### config.mk
export PLATFORM = sky130hd
export DESIGN_NAME = dot_product_fsm_flat
export DESIGN_NICKNAME = d
export VERILOG_FILES = /design/src/rtl/dot_product_fsm_if.sv /design/src/rtl/dot_product_fsm.sv /design/src/flat_wrapper.sv
export SDC_FILE = /design/constraint.sdc
export NUM_CORES = 1
export LEC_CHECK = 0
export CAP_MARGIN = 20
export CORE_UTILIZATION = 25
export DETAILED_ROUTE_END_ITERATION = 10
export PLACE_DENSITY_LB_ADDON = 0.12
export SLEW_MARGIN = 20
export SYNTH_ARGS = -nofsm -noshare
export SYNTH_HDL_FRONTEND = slang
export SYNTH_SLANG_ARGS = --single-unit
### constraint.sdc
create_clock -name clk -period 8.75 [get_ports clk]
set_input_delay 0.875 -clock clk [delete_from_list [all_inputs] [get_ports clk]]
set_output_delay 0.875 -clock clk [all_outputs]
set_load 0.02 [all_outputs]
### src/rtl/dot_product_fsm_if.sv
// FIFO-read handshake and result bus for dot_product_fsm.
// master = upstream FIFOs/controller side; slave = the dot-product engine.
interface dot_product_fsm_if #(
    parameter int DATA_WIDTH = 8,
    parameter int ACC_WIDTH  = 19
);
    logic                  start;
    logic [DATA_WIDTH-1:0] a_data;
    logic                  a_empty;
    logic                  a_rd_en;
    logic [DATA_WIDTH-1:0] b_data;
    logic                  b_empty;
    logic                  b_rd_en;
    logic [ACC_WIDTH-1:0]  result;
    logic                  result_valid;
    logic                  busy;

    modport master (
        output start, a_data, a_empty, b_data, b_empty,
        input  a_rd_en, b_rd_en, result, result_valid, busy
    );

    modport slave (
        input  start, a_data, a_empty, b_data, b_empty,
        output a_rd_en, b_rd_en, result, result_valid, busy
    );
endinterface

### src/rtl/dot_product_fsm.sv
// Streams two VEC_LEN-element vectors out of a pair of FIFOs and accumulates their dot product.
// Define DOT_SIGNED_EN for two's-complement operands; default build is unsigned.
module dot_product_fsm #(
    parameter int DATA_WIDTH = 8,
    parameter int VEC_LEN    = 8,
    parameter int CNT_WIDTH  = $clog2(VEC_LEN),
    parameter int ACC_WIDTH  = 2*DATA_WIDTH + CNT_WIDTH
) (
    input  logic               clk,
    input  logic               rst,
    dot_product_fsm_if.slave   bus
);

    localparam int                   PROD_WIDTH = 2*DATA_WIDTH;
    localparam int                   EXT_WIDTH  = ACC_WIDTH - PROD_WIDTH;
    localparam logic [CNT_WIDTH-1:0] LAST_CNT   = CNT_WIDTH'(VEC_LEN - 1);

    typedef enum logic [1:0] {
        IDLE,
        FETCH,
        MAC,
        DONE
    } state_t;

    state_t                state;
    state_t                state_next;
    logic [ACC_WIDTH-1:0]  acc;
    logic [CNT_WIDTH-1:0]  cnt;
    logic [ACC_WIDTH-1:0]  result_q;
    logic                  rd_en;
    logic                  clear;
    logic                  do_mac;
    logic                  last;

    logic [PROD_WIDTH-1:0] a_ext;
    logic [PROD_WIDTH-1:0] b_ext;
    logic [PROD_WIDTH-1:0] product;
    logic [ACC_WIDTH-1:0]  product_ext;
    logic [ACC_WIDTH-1:0]  acc_sum;

`ifdef DOT_SIGNED_EN
    assign a_ext       = {{DATA_WIDTH{bus.a_data[DATA_WIDTH-1]}}, bus.a_data};
    assign b_ext       = {{DATA_WIDTH{bus.b_data[DATA_WIDTH-1]}}, bus.b_data};
    assign product     = $signed(a_ext) * $signed(b_ext);
    assign product_ext = {{EXT_WIDTH{product[PROD_WIDTH-1]}}, product};
`else
    assign a_ext       = {{DATA_WIDTH{1'b0}}, bus.a_data};
    assign b_ext       = {{DATA_WIDTH{1'b0}}, bus.b_data};
    assign product     = a_ext * b_ext;
    assign product_ext = {{EXT_WIDTH{1'b0}}, product};
`endif

    assign acc_sum = acc + product_ext;
    assign last    = (cnt == LAST_CNT);

    // NOTE: sequential state uses non-blocking assignments so every register sees pre-edge values.
    always_ff @(posedge clk or posedge rst) begin
        if (rst) begin
            state    <= IDLE;
            acc      <= '0;
            cnt      <= '0;
            result_q <= '0;
        end else begin
            state <= state_next;
            if (clear) begin
                acc <= '0;
                cnt <= '0;
            end else if (do_mac) begin
                acc <= acc_sum;
                if (!last) begin
                    cnt <= cnt + CNT_WIDTH'(1);
                end
            end
            // Capture on the final MAC edge so result is already stable while DONE pulses valid.
            if (do_mac && last) begin
                result_q <= acc_sum;
            end
        end
    end

    // NOTE: every always_comb output gets a default first so no path can infer a latch.
    always_comb begin
        state_next = state;
        rd_en      = 1'b0;
        clear      = 1'b0;
        do_mac     = 1'b0;
        unique case (state)
            IDLE: begin
                if (bus.start) begin
                    clear      = 1'b1;
                    state_next = FETCH;
                end
            end
            FETCH: begin
                if (!bus.a_empty && !bus.b_empty) begin
                    rd_en      = 1'b1;
                    state_next = MAC;
                end
            end
            MAC: begin
                do_mac     = 1'b1;
                state_next = last ? DONE : FETCH;
            end
            DONE: begin
                state_next = IDLE;
            end
            default: state_next = IDLE;
        endcase
    end

    // One shared strobe keeps the two FIFOs element-aligned.
    assign bus.a_rd_en      = rd_en;
    assign bus.b_rd_en      = rd_en;
    assign bus.busy         = (state != IDLE);
    assign bus.result_valid = (state == DONE);
    assign bus.result       = result_q;

endmodule

### src/flat_wrapper.sv
// flat-port wrapper written by rule: the top's interface ports become plain ports
module dot_product_fsm_flat 
#(
    parameter int DATA_WIDTH = 8,
    parameter int VEC_LEN    = 8,
    parameter int CNT_WIDTH  = $clog2(VEC_LEN),
    parameter int ACC_WIDTH  = 2*DATA_WIDTH + CNT_WIDTH
)
  (clk, rst, bus_start, bus_a_data, bus_a_empty, bus_b_data, bus_b_empty, bus_a_rd_en, bus_b_rd_en, bus_result, bus_result_valid, bus_busy);
  dot_product_fsm_if #(.DATA_WIDTH(DATA_WIDTH), .ACC_WIDTH(ACC_WIDTH)) bus_i ();
  input  logic clk;
  input  logic rst;
  input wire logic [$bits(bus_i.start)-1:0] bus_start;
  input wire logic [$bits(bus_i.a_data)-1:0] bus_a_data;
  input wire logic [$bits(bus_i.a_empty)-1:0] bus_a_empty;
  input wire logic [$bits(bus_i.b_data)-1:0] bus_b_data;
  input wire logic [$bits(bus_i.b_empty)-1:0] bus_b_empty;
  output wire logic [$bits(bus_i.a_rd_en)-1:0] bus_a_rd_en;
  output wire logic [$bits(bus_i.b_rd_en)-1:0] bus_b_rd_en;
  output wire logic [$bits(bus_i.result)-1:0] bus_result;
  output wire logic [$bits(bus_i.result_valid)-1:0] bus_result_valid;
  output wire logic [$bits(bus_i.busy)-1:0] bus_busy;
  assign bus_i.start = bus_start;
  assign bus_i.a_data = bus_a_data;
  assign bus_i.a_empty = bus_a_empty;
  assign bus_i.b_data = bus_b_data;
  assign bus_i.b_empty = bus_b_empty;
  assign bus_a_rd_en = bus_i.a_rd_en;
  assign bus_b_rd_en = bus_i.b_rd_en;
  assign bus_result = bus_i.result;
  assign bus_result_valid = bus_i.result_valid;
  assign bus_busy = bus_i.busy;
  dot_product_fsm #(.DATA_WIDTH(DATA_WIDTH), .VEC_LEN(VEC_LEN), .CNT_WIDTH(CNT_WIDTH), .ACC_WIDTH(ACC_WIDTH)) u_core (.clk(clk), .rst(rst), .bus(bus_i));
endmodule
* Word-level counts from Yosys, hierarchy flattened
Cells that the tools add are included.
** Word-level totals
- Input port bits :: 21
- Register bits :: 43
- Output and inout bits :: 23
** Cells by class
- Reductions and logical operators :: 9
- Add/subtract/negate cells :: 2
- Multiply operators :: 1
- Multiplexer cells :: 14
- Eq/ne operators :: 7
** Operator list (number)
- $mux W19 :: 2
- $add A19 B16 Y19 :: 1
- $mul A8 B8 Y16 :: 1
- $mux W3 :: 3
- $pmux W2 S4 :: 1
- $mux W2 :: 3
- $mux W1 :: 5
- $eq A2 B2 Y1 const B :: 2
- $ne A2 B1 Y1 const B :: 2
- $reduce_and A2 Y1 :: 2
- $reduce_bool A2 Y1 :: 2
- $add A3 B1 Y3 const B :: 1
- $eq A3 B3 Y1 const B :: 1
- $eq A2 B1 Y1 const B :: 1
- $logic_and A1 B1 Y1 :: 2
- $logic_not A1 Y1 :: 2
- $logic_not A2 Y1 :: 1
- $ne A2 B2 Y1 const B :: 1

* Logic depth before layout (Yosys ltp)
Gate-level depths: netlist of run 1.
- Depth in word-level cells :: 4
- Depth in mapped cells :: 16

* Worst setup path before layout of run 1
Ideal clock, no wire load.
- Path type :: input-to-reg
- Start point :: input port bus_b_data[1]
- End point :: register u_core.result_q[11] (netlist: u_core.bus.result[11])
- Required time :: 8.619 ns
- Setup time :: 0.131 ns
- Path buffers :: 1
- Data arrival time :: 4.670 ns
- Cell stages on the path :: 16
- Slack :: 3.949 ns
- Cells stage by stage :: clkbuf_1 nand2_1 fa_1 inv_1 fa_1 fa_1 inv_1 fa_1 inv_1 ha_1 a21o_1 a21oi_2 nand2_2 a21oi_2 nor3_1 or3_1
** On the way
- Longest elaborated chain between the ends :: 2
** Ends and longest elaborated chain
- start: declaration :: RTL line flat_wrapper.sv:16 : input wire logic [$bits(bus_i.b_data)-1:0] bus_b_data;
- $mul A8 B8 Y16 :: RTL line dot_product_fsm.sv:49 : assign product = a_ext * b_ext;
- $add A19 B16 Y19 :: RTL line dot_product_fsm.sv:53 : assign acc_sum = acc + product_ext;
- end signal: assignment :: RTL line dot_product_fsm.sv:76 : result_q <= acc_sum;
- end: declaration :: RTL line dot_product_fsm.sv:29 : logic [ACC_WIDTH-1:0] result_q;
Every way passes these cells.
A chain may end at the register's enable or synchronous reset.

* Worst setup path after layout of run 1
- Start point :: input port bus_b_data[4]
- End point :: register u_core.result_q[14] (netlist: u_core.bus.result[14])
The elaborated chain is that of the path after synthesis.

==> results of run 1 <==
[metrics by stage]
step | worst slack [ps] | hold WS, ps | power [W] | util, %
2_1_floorplan | 3950 | 450 | 0.00105 | -
3_3_place_gp | 3010 | 467 | 0.00133 | 29.5
3_5_place_dp | 2990 | 479 | 0.00135 | 29.5
4_1_cts | 3270 | 488 | 0.00156 | 30.4
5_1_grt | 3060 | 527 | 0.00169 | 30.4
6_report | 3330 | 485 | 0.00152 | 30.4
[cell usage in the layout, fill, tap and decap left out, types with 2 or more instances in the layout]
cell type and count:
nor3_1 4, nand3_1 4, a22o_1 10, ha_1 43, buf_4 3, mux2i_1 3, a21oi_1 12, a21o_1 4
o21bai_1 2, a22oi_1 2, nor2_1 8, dfrtp_1 43, a21oi_2 5, nor2b_1 3, and2_1 30, nand4_1 2
clkbuf_16 5, o21a_1 2, nand2_1 69, o21ai_2 2, o21ai_1 3, clkdlybuf4s50_1 43, o211ai_1 2, o21ai_0 31
xor2_1 6, fa_1 50, mux2_2 6, xnor2_1 6, inv_1 91, nand2b_1 6
[power groups by stage]
stage | logic (W) | registers [W] | clock network (W)
after floorplan | 0.000779 | 0.000271 | 0
final | 0.00105 | 0.000267 | 0.000208
after CTS | 0.00108 | 0.000269 | 0.000215
after detailed placement | 0.00107 | 0.000272 | 0
after global placement | 0.00106 | 0.000272 | 0
after global routing | 0.00119 | 0.000275 | 0.000222
[routing by layer]
| layer | wire [µm] | part of all wire (%) | up-vias | GRT usage (%) |
|---|---|---|---|---|
| met5 | 0 | 0 | - | 0 |
| met4 | 36 | 0.34 | 0 | 1.44 |
| met3 | 232 | 2.2 | 4 | 2.06 |
| met2 | 5600 | 52 | 32 | 22.5 |
| met1 | 4860 | 45 | 1614 | 16.3 |
| li1 | - | - | 1590 | - |
[logic make-up (layout without fill, tap and decap cells)]
group                      count (synthesis)  after routing
DFF                                       43             43
muxes                                      9              9
adders and majority gates                 93             93
xor gates and xnor gates                  12             12
AOI/OAI and AO/OA                         81             81
buffers and inverters                    107            145
and+or+nand+nor                          134            134
[worst reg2reg max path, cell delays in order (launching register included)]
cell and delay, ps:
dfrtp_1 350, inv_1 70, fa_1 480, inv_1 50, fa_1 470, fa_1 490, inv_1 60, fa_1 540
inv_1 50, ha_1 380, o211ai_1 170, o211ai_1 310, nand2_1 160, o21ai_2 170, mux2i_1 290, o21ai_0 130
[worst paths after layout]
path / start / endpoint / slack [ps] / depth (start not counted)
setup / recovery: bus_b_data[4] / u_core.bus.result[14] / 3330 / 17
hold / removal: u_core.acc[6] / u_core.acc[6] / 480 / 2
setup reg to reg: u_core.acc[7] / u_core.bus.result[14] / 4480 / 15
hold reg to reg: u_core.acc[6] / u_core.acc[6] / 480 / 2
max in group asynchronous: rst / u_core.bus.result[15] / 7310 / 3
min in group asynchronous: rst / u_core.bus.result[0] / 1050 / 3
[area by class of cell]
class | instances | area share [%]
sequential | 43 | 20.5
clock inverter | 1 | 0.573
multi-input combinational | 329 | 55.8
timing repair buffer | 46 | 8.65
inverter | 92 | 6.59
tap | 225 | 5.37
clock buffer | 6 | 2.46
[registers in the layout, indices dropped and copies added, names as in the netlist]
register,cells
u_core.cnt,3
u_core.acc,19
u_core.state,2
u_core.bus.result,19
==> out/metrics.cfg, run 1 <==
[yosys]
synthCells = 479
netlist_top_cells_area = dfrtp_1, fa_1, ha_1
ys_seq_elements = 43
synth-simple-area-share_pct = 14.8
yosys.area.top_type = dfrtp_1
seq_area_frac_synth_pct = 24.4
muxShareOfSynthArea_pct = 2.21
synth_compound_area_share_pct = 12.0
syn_nets = 593
synth_edf_count = 0
synthesis.area_mm2 = 0.00441
synth-xor-area-share_pct = 2.38
ys_warn_count = 0
synth_flop_cell = dfrtp_1
async_flop_share_pct = 100
synth_top_family_by_area = adder cells
synth_cell_types = 44
synth_most_common_cell = inv_1
syn_avg_cell_area_um2 = 9.21
synth_commonest_cells = inv_1, nand2_1, fa_1, dfrtp_1, ha_1
synth_fa_ha_area_share_pct = 34.9
synth_top_area_share_pct = 24.4

[setup_path]
arrival_ps = 5580
critPathKind = in -> reg
max_stage_delay_ps = 570
worstPathRequired_ps = 8910
endpoint_kind = flop
slowest_stage = clkdlybuf4s50_1
critPathLaunchType = input pin
cp_max_fo = 8
crit_buf_inv = 5
crit_chain = clkdlybuf4s50_1, and2_1, fa_1, inv_1, fa_1, inv_1, fa_1, inv_1, fa_1, inv_1, ha_1, o211ai_1, o211ai_1, nand2_1, o21ai_2, mux2i_1, o21ai_0
critPathTopFamily = adder cells

[power_and_ir_drop]
p_seq_share_pct = 17.6
leakagePower_nw = 2.54
internal_power_w = 0.000786
switching_power_w = 0.000736
p_clk_share_pct = 13.6
switching_share_pct = 48.3
powerDensity_mw_per_mm2 = 291
comb_power_share_pct = 68.8
vdd_drop_max_mv = 0.106

[floorplan]
dieArea_mm2 = 0.0182
fp.dieH_um = 135
die_x_um = 135
initial_core_util_pct = 25.6
num_rows = 48
io_pins = 44
coreArea_mm2 = 0.0172

[run]
cap_viol_max_count = 0

[clock_tree]
cts-root-buf = clkbuf_16
h-tree-depth = 2
hold_buffers = 0
cts_resized = 0
cts_buffers = 5
post_cts_buffers = 0
worstSkewPairLatency_ps = 290
worst_setup_hold_path_clk_slew_ps = 60
cts.path.max_buffers = 2
cts_tree = built
cts_sinks = 43

[sta]
period_minus_slack_ps = 5420
worstMarginPinSlew_ps = 650
rsz0062_at_grt = no
fin_crit_sh_pct = 62.0
drv_slew = 0
max_freq_ghz = 0.184
setup_viol = 0
hold_viol_final = 0
setup_tns_ps = 0
slew_headroom_pct = 56.7
skew_ps = 8.43

[grt]
grt_pass1_wl_um = 17700
groute.usage.overall_pct = 12.6
grt_pass1_vias = 3413
antenna_found_initial = 0
grt-ovfl-total = 0
grt_max_degree = 44

[place]
portBuffers = 43
dp_hpwl_um = 8650
post_dp_cell_area_mm2 = 0.00508
dp.cells = 735
gp_congestion = 0.742

[finish]
layout.nets = 631
stdcell_count = 742
final-seq-area_mm2 = 0.00108
multi_input_area_mm2 = 0.00292
drive_gt1_share_pct = 5.42
fill_cells = 1800
final_area_mm2 = 0.00524
syn_to_final_growth_pct = 18.7
diodes = 0

[routing]
antenna_left = 0
firstDrtPassIters = 4
wl_per_cell_um = 14.5
drt-total-wl_um = 10700
drc = 0
vias = 3240
drtIter0Drc = 86
viasPerCell = 4.37

[run_status]
status = complete, no violations

[hold_path]
holdCritPathClass = reg -> reg

Note: power is estimated with default switching activity, not from simulation.
==> inputs of run 2 (changes only) <==
Clock period 8.75 ns to 5.35 ns, I/O delays scaled along.
==> run 2 against run 1 <==
  * Routed wire length rose by 2.7%
  * Clock skew fell by 1.5 ps
  * Critical path type unchanged
  * Setup slack got worse by 2900 ps
  * Die area did not move
  * Sequential share of layout area fell by 0.41 points
  * Count of clock-buffer cells in the layout fell by 1
  * First-iteration DRC count rose by 7.0%
==> out/metrics.cfg, run 2 (synthesis results as in run 1) <==
[run_status]
status = complete, no violations  ; unchanged

[floorplan]
io_pins = 44  ; unchanged
coreArea_mm2 = 0.0172  ; unchanged
fp.dieH_um = 135  ; unchanged
initial_core_util_pct = 25.6  ; unchanged
num_rows = 48  ; unchanged
die_x_um = 135  ; unchanged
dieArea_mm2 = 0.0182  ; unchanged

[clock_tree]
h-tree-depth = 2  ; unchanged
cts-root-buf = clkbuf_16  ; unchanged
cts_tree = built  ; unchanged
post_cts_buffers = 0  ; unchanged
cts_sinks = 43  ; unchanged
cts_buffers = 5  ; unchanged
cts_resized = 0  ; unchanged
worstSkewPairLatency_ps = 280  ; was 290 ps
hold_buffers = 0  ; unchanged
worst_setup_hold_path_clk_slew_ps = 60  ; about the same
cts.path.max_buffers = 2  ; unchanged

[setup_path]
slowest_stage = clkdlybuf4s50_1  ; unchanged
endpoint_kind = flop  ; unchanged
critPathKind = in -> reg  ; unchanged
max_stage_delay_ps = 540  ; was 570 ps
crit_chain = clkdlybuf4s50_1, and2_1, fa_1, inv_1, fa_1, inv_1, fa_1, inv_1, fa_1, inv_1, ha_1, a21o_1, a21oi_2, a21oi_2, o31ai_2, xor2_1, o21ai_1  ; was clkdlybuf4s50_1, and2_1, fa_1, inv_1, fa_1, inv_1, fa_1, inv_1, fa_1, inv_1, ha_1, o211ai_1, o211ai_1, nand2_1, o21ai_2, mux2i_1, o21ai_0
worstPathRequired_ps = 5500  ; was 8910 ps
arrival_ps = 5100  ; was 5580 ps
critPathLaunchType = input pin  ; unchanged
cp_max_fo = 8  ; unchanged

[power_and_ir_drop]
switching_share_pct = 49.0  ; was 48.3%
switching_power_w = 0.00120  ; was 0.000736 W
powerDensity_mw_per_mm2 = 460  ; was 291 mW/mm²
vdd_drop_max_mv = 0.192  ; was 0.106 mV
leakagePower_nw = 2.61  ; was 2.54 nW
comb_power_share_pct = 69.9  ; was 68.8%
p_clk_share_pct = 12.4  ; was 13.6%
internal_power_w = 0.00125  ; was 0.000786 W
p_seq_share_pct = 17.8  ; was 17.6%

[sta]
period_minus_slack_ps = 4950
rsz0062_at_grt = no  ; unchanged
worstMarginPinSlew_ps = 680  ; was 650 ps
max_freq_ghz = 0.202
slew_headroom_pct = 54.7  ; was 56.7%
setup_tns_ps = 0  ; unchanged
setup_viol = 0  ; unchanged
hold_viol_final = 0  ; unchanged
drv_slew = 0  ; unchanged
skew_ps = 6.94  ; was 8.43 ps
holdWs_ps = 480  ; was 485 ps
fin_crit_sh_pct = 92.5

[grt]
antenna_found_initial = 0  ; unchanged
grt_max_degree = 44  ; unchanged
gr-usage-met1_pct = 16.7  ; was 16.3%
grt_pass1_wl_um = 18700  ; was 17,700 µm
groute.usage.overall_pct = 13.3  ; was 12.6%
grt_pass1_vias = 3622  ; was 3,413
grt-busiest-layer = met2  ; unchanged
grtUsageMet2_pct = 23.7  ; was 22.5%
met3_usage_pct = 2.36  ; was 2.06%
grt-ovfl-total = 0  ; unchanged

[finish]
drive_gt1_share_pct = 8.44  ; was 5.42%
final_area_mm2 = 0.00535  ; was 0.00524 mm²
final_cell_mix = inv_1, nand2_1, fa_1  ; unchanged
final_core_util_pct = 31.0  ; was 30.4%
layout.nets = 646  ; was 631
diodes = 0  ; unchanged
syn_to_final_growth_pct = 21.2  ; was 18.7%
mostFrequentLayoutCell = inv_1  ; unchanged

[routing]
wl_per_cell_um = 14.5  ; about the same
antenna_left = 0  ; unchanged
firstDrtPassIters = 4  ; unchanged
drt-total-wl_um = 11000  ; was 10,700 µm
vias = 3315  ; was 3,240
viasPerCell = 4.37  ; about the same
drc = 0  ; unchanged
drtIter0Drc = 92  ; was 86

[place]
portBuffers = 43  ; unchanged
gp_congestion = 0.774  ; was 0.742
dp_hpwl_um = 9020  ; was 8650 µm
post_dp_cell_area_mm2 = 0.00520  ; was 0.00508 mm²

[run]
cap_viol_max_count = 0  ; unchanged

[hold_path]
holdCritPathClass = reg -> reg  ; unchanged

[run 2: changes by cell type in the layout (fill, tap and decap cells not counted)]
cell,before,now
clkinvlp_4,0,2
buf_8,0,1
clkinv_2,0,1
bufinv_16,1,0
clkbuf_1,1,0
buf_4,3,17
[run 2: critical path: cells and delay by family]
family | cells | cell delay (ps)
AOI/OAI and AO/OA | 5 | 930
buffers and inverters | 5 | 740
and+or+nand+nor | 1 | 220
adders and majority gates | 5 | 2410
xor gates and xnor gates | 1 | 240
[run 2: final timing paths]
kind | start | slack (ps) | cells past startpoint | to
max reg2reg | u_core.acc[7] | 1130 | 15 | u_core.bus.result[17]
max in group asynchronous | rst | 4260 | 3 | u_core.acc[12]
min reg2reg | u_core.acc[5] | 480 | 2 | u_core.acc[5]
max | bus_a_data[4] | 400 | 17 | u_core.bus.result[17]
min in group asynchronous | rst | 700 | 3 | u_core.bus.result[7]
min | u_core.acc[5] | 480 | 2 | u_core.acc[5]
[run 2: layer usage]
| metal | share of wire [%] | vias to the layer above | routed length (µm) |
|---|---|---|---|
| met5 | 0 | - | 0 |
| met3 | 3.4 | 10 | 378 |
| met1 | 43 | 1628 | 4780 |
| met2 | 52 | 47 | 5700 |
| li1 | - | 1630 | - |
| met4 | 1.6 | 0 | 172 |
[run 2: final cells by class]
cell class                      instances  area (µm²)
Fill cell                            1815       11900
Multi-Input combinational cell        329        2920
Sequential cell                        43        1080
Timing Repair Buffer                   61         573
Inverter                               92         345
Tap cell                              225         282
Clock buffer                            5         125
Clock inverter                          3        20.0
[run 2: per-stage QoR]
step	setup WS, ps	instances	total power, W
after floorplan	889	479	0.00172
final	401	758	0.00246
after detailed placement	88.9	750	0.00220
after global placement	134	749	0.00220
after global routing	166	758	0.00277
after CTS	389	758	0.00253
[run 2: power by group through the flow]
stage	Combinational (W)	Clock (W)	Sequential, W
finish	0.00172	0.000304	0.000437
global route	0.00199	0.000328	0.000448
CTS	0.00177	0.000314	0.000441
detailed placement	0.00176	0	0.000446
global placement	0.00176	0	0.000446
floorplan	0.00127	0	0.000444
==> inputs of run 3 (changes only) <==
Settings changed: CORE_UTILIZATION 25 to 56, TNS_END_PERCENT set to 50.
==> run 3 against run 2 <==
  * Sequential cell count is the same
  * Cell count shrank 17%
  * Clock skew grew 4.5 ps
  * Setup slack gained 23 ps
  * Sequential power shrank 0.9%
  * Total power shrank 1.6%
  * Sequential share of layout area grew 1.0 points
  * Die area shrank 55%
==> out/metrics.cfg, run 3 (synthesis results as in run 1) <==
[place]
portBuffers = 43  ; unchanged
gp_congestion = 0.859  ; was 0.774
dp_hpwl_um = 7730  ; was 9020 µm

[finish]
mostFrequentLayoutCell = inv_1  ; unchanged
final_core_util_pct = 66.2  ; was 31.0%
final-seq-area_mm2 = 0.00108  ; unchanged
fill_cells = 647  ; was 1,815
multi_input_area_mm2 = 0.00293  ; was 0.00292 mm²
syn_to_final_growth_pct = 15.3  ; was 21.2%
diodes = 0  ; unchanged
final_cell_mix = inv_1, nand2_1, fa_1  ; unchanged
drive_gt1_share_pct = 7.06  ; was 8.44%
layout.nets = 637  ; was 646

[grt]
grt_max_degree = 44  ; unchanged
grt-ovfl-total = 0  ; unchanged
groute.usage.overall_pct = 25.8  ; was 13.3%
grt_pass1_wl_um = 16700  ; was 18,700 µm
grt_pass1_vias = 3550  ; was 3,622
antenna_found_initial = 0  ; unchanged

[sta]
worstMarginPinSlew_ps = 614  ; was 680 ps
period_minus_slack_ps = 4930  ; was 4950 ps
drv_slew = 0  ; unchanged
max_freq_ghz = 0.203  ; was 0.202 GHz
slew_headroom_pct = 58.9  ; was 54.7%
skew_ps = 11.5  ; was 6.94 ps
rsz0062_at_grt = no  ; unchanged
fin_crit_sh_pct = 92.1  ; was 92.5%
setup_tns_ps = 0  ; unchanged
hold_viol_final = 0  ; unchanged
setup_viol = 0  ; unchanged

[setup_path]
arrival_ps = 5110  ; was 5100 ps
cp_max_fo = 8  ; unchanged
reg2reg_depth = 15  ; unchanged
worstPathRequired_ps = 5530  ; was 5500 ps
reg2reg_from = u_core.acc[7]  ; unchanged
max_stage_delay_ps = 590  ; was 540 ps
crit_chain = clkdlybuf4s50_1, and2_1, fa_1, inv_1, fa_1, inv_1, fa_1, inv_1, fa_1, inv_1, ha_1, a21o_1, a21oi_2, nand2_2, a21oi_2, nor3_1, or3_1  ; was clkdlybuf4s50_1, and2_1, fa_1, inv_1, fa_1, inv_1, fa_1, inv_1, fa_1, inv_1, ha_1, a21o_1, a21oi_2, a21oi_2, o31ai_2, xor2_1, o21ai_1
slowest_stage = clkdlybuf4s50_1  ; unchanged
critPathKind = in -> reg  ; unchanged
r2r-end = u_core.bus.result[11]  ; was u_core.bus.result[17]
critPathTopFamily = adder cells  ; unchanged
reg2reg_slack_ps = 1230  ; was 1130 ps
crit_buf_inv = 5  ; unchanged
critPathLaunchType = input pin  ; unchanged
endpoint_kind = flop  ; unchanged

[routing]
drc = 0  ; unchanged
wl_per_cell_um = 15.4  ; was 14.5 µm
drtIter0Drc = 206  ; was 92
drt-total-wl_um = 9620  ; was 11,000 µm
viasPerCell = 5.34  ; was 4.37
firstDrtPassIters = 4  ; unchanged
antenna_left = 0  ; unchanged
vias = 3340  ; was 3,315

[clock_tree]
cts_resized = 0  ; unchanged
h-tree-depth = 2  ; unchanged
cts_tree = built  ; unchanged
cts_buffers = 5  ; unchanged
worstSkewPairLatency_ps = 310  ; was 280 ps
cts_sinks = 43  ; unchanged
hold_buffers = 0  ; unchanged
post_cts_buffers = 0  ; unchanged
cts-root-buf = clkbuf_8  ; was clkbuf_16
worst_setup_hold_path_clk_slew_ps = 80  ; was 60 ps
cts.path.max_buffers = 2  ; unchanged

[floorplan]
num_rows = 32  ; was 48
fp.dieH_um = 90.8  ; was 135 µm
io_pins = 44  ; unchanged
initial_core_util_pct = 57.4  ; was 25.6%
coreArea_mm2 = 0.00769  ; was 0.0172 mm²
die_x_um = 90.8  ; was 135 µm
dieArea_mm2 = 0.00824  ; was 0.0182 mm²

[hold_path]
min-delay-start = u_core.acc[7]  ; was u_core.acc[5]
hold_depth = 2  ; unchanged
hold_path_end = u_core.acc[7]  ; was u_core.acc[5]
holdCritPathClass = reg -> reg  ; unchanged

[run_status]
status = complete, no violations  ; unchanged

[power_and_ir_drop]
switching_share_pct = 49.8  ; was 49.0%
vdd_drop_max_mv = 0.388  ; was 0.192 mV
p_clk_share_pct = 11.0  ; was 12.4%
switching_power_w = 0.00121  ; was 0.00120 W
internal_power_w = 0.00121  ; was 0.00125 W
p_seq_share_pct = 17.9  ; was 17.8%
powerDensity_mw_per_mm2 = 475  ; was 460 mW/mm²
comb_power_share_pct = 71.1  ; was 69.9%
leakagePower_nw = 2.55  ; was 2.61 nW
power_w = 0.00242  ; was 0.00246 W

[run]
cap_viol_max_count = 0  ; unchanged

==> run 3: tightest hold or removal path: stages, from the launching register on <==
cell and delay [ps]:
dfrtp_1 350, nand2_1 50, o21ai_0 60
==> run 3: how the worst max path moves through the flow <==
stage	from	to	slack, ps	cells past startpoint
floorplan	bus_b_data[1]	u_core.bus.result[11]	890	16
global placement	bus_a_data[5]	u_core.bus.result[17]	170	17
detailed placement	bus_a_data[5]	u_core.bus.result[11]	130	17
CTS	bus_a_data[5]	u_core.bus.result[11]	450	17
global route	bus_a_data[5]	u_core.bus.result[11]	220	17
finish	bus_a_data[5]	u_core.bus.result[11]	420	17
==> run 3: per-stage QoR <==
step | cell area, µm² | setup slack [ps] | std cells | hold slack, ps
global route | 5090 | 222 | 626 | 511
floorplan | 4410 | 889 | 479 | 450
finish | 5090 | 424 | 626 | 486
detailed placement | 4970 | 130 | 618 | 471
global placement | 4970 | 173 | 618 | 466
CTS | 5090 | 446 | 626 | 492
==> run 3: cell type report <==
type | count | area share [%]
multi-input cells | 329 | 57.5
clock buffers | 5 | 1.35
repair buffers | 52 | 9.79
flip-flops and latches | 43 | 21.1
well taps | 102 | 2.51
clock inverters | 3 | 0.910
inverters | 92 | 6.79
==> run 3: power by group through the flow <==
stage / clock, W / combinational, W / sequential [W]
after floorplan: 0 / 0.00127 / 0.000444
after global placement: 0 / 0.00168 / 0.000436
after detailed placement: 0 / 0.00172 / 0.000439
after CTS: 0.000273 / 0.00173 / 0.000432
after global routing: 0.000284 / 0.00196 / 0.000441
final: 0.000267 / 0.00172 / 0.000433
==> run 3: layer usage <==
metal | up-vias | global-route usage [%] | routed length, µm
li1 | 1609 | - | -
met1 | 1632 | 34.5 | 4060
met2 | 79 | 43.6 | 4950
met3 | 20 | 2.78 | 355
met4 | 0 | 9.41 | 249
met5 | - | 0 | 0
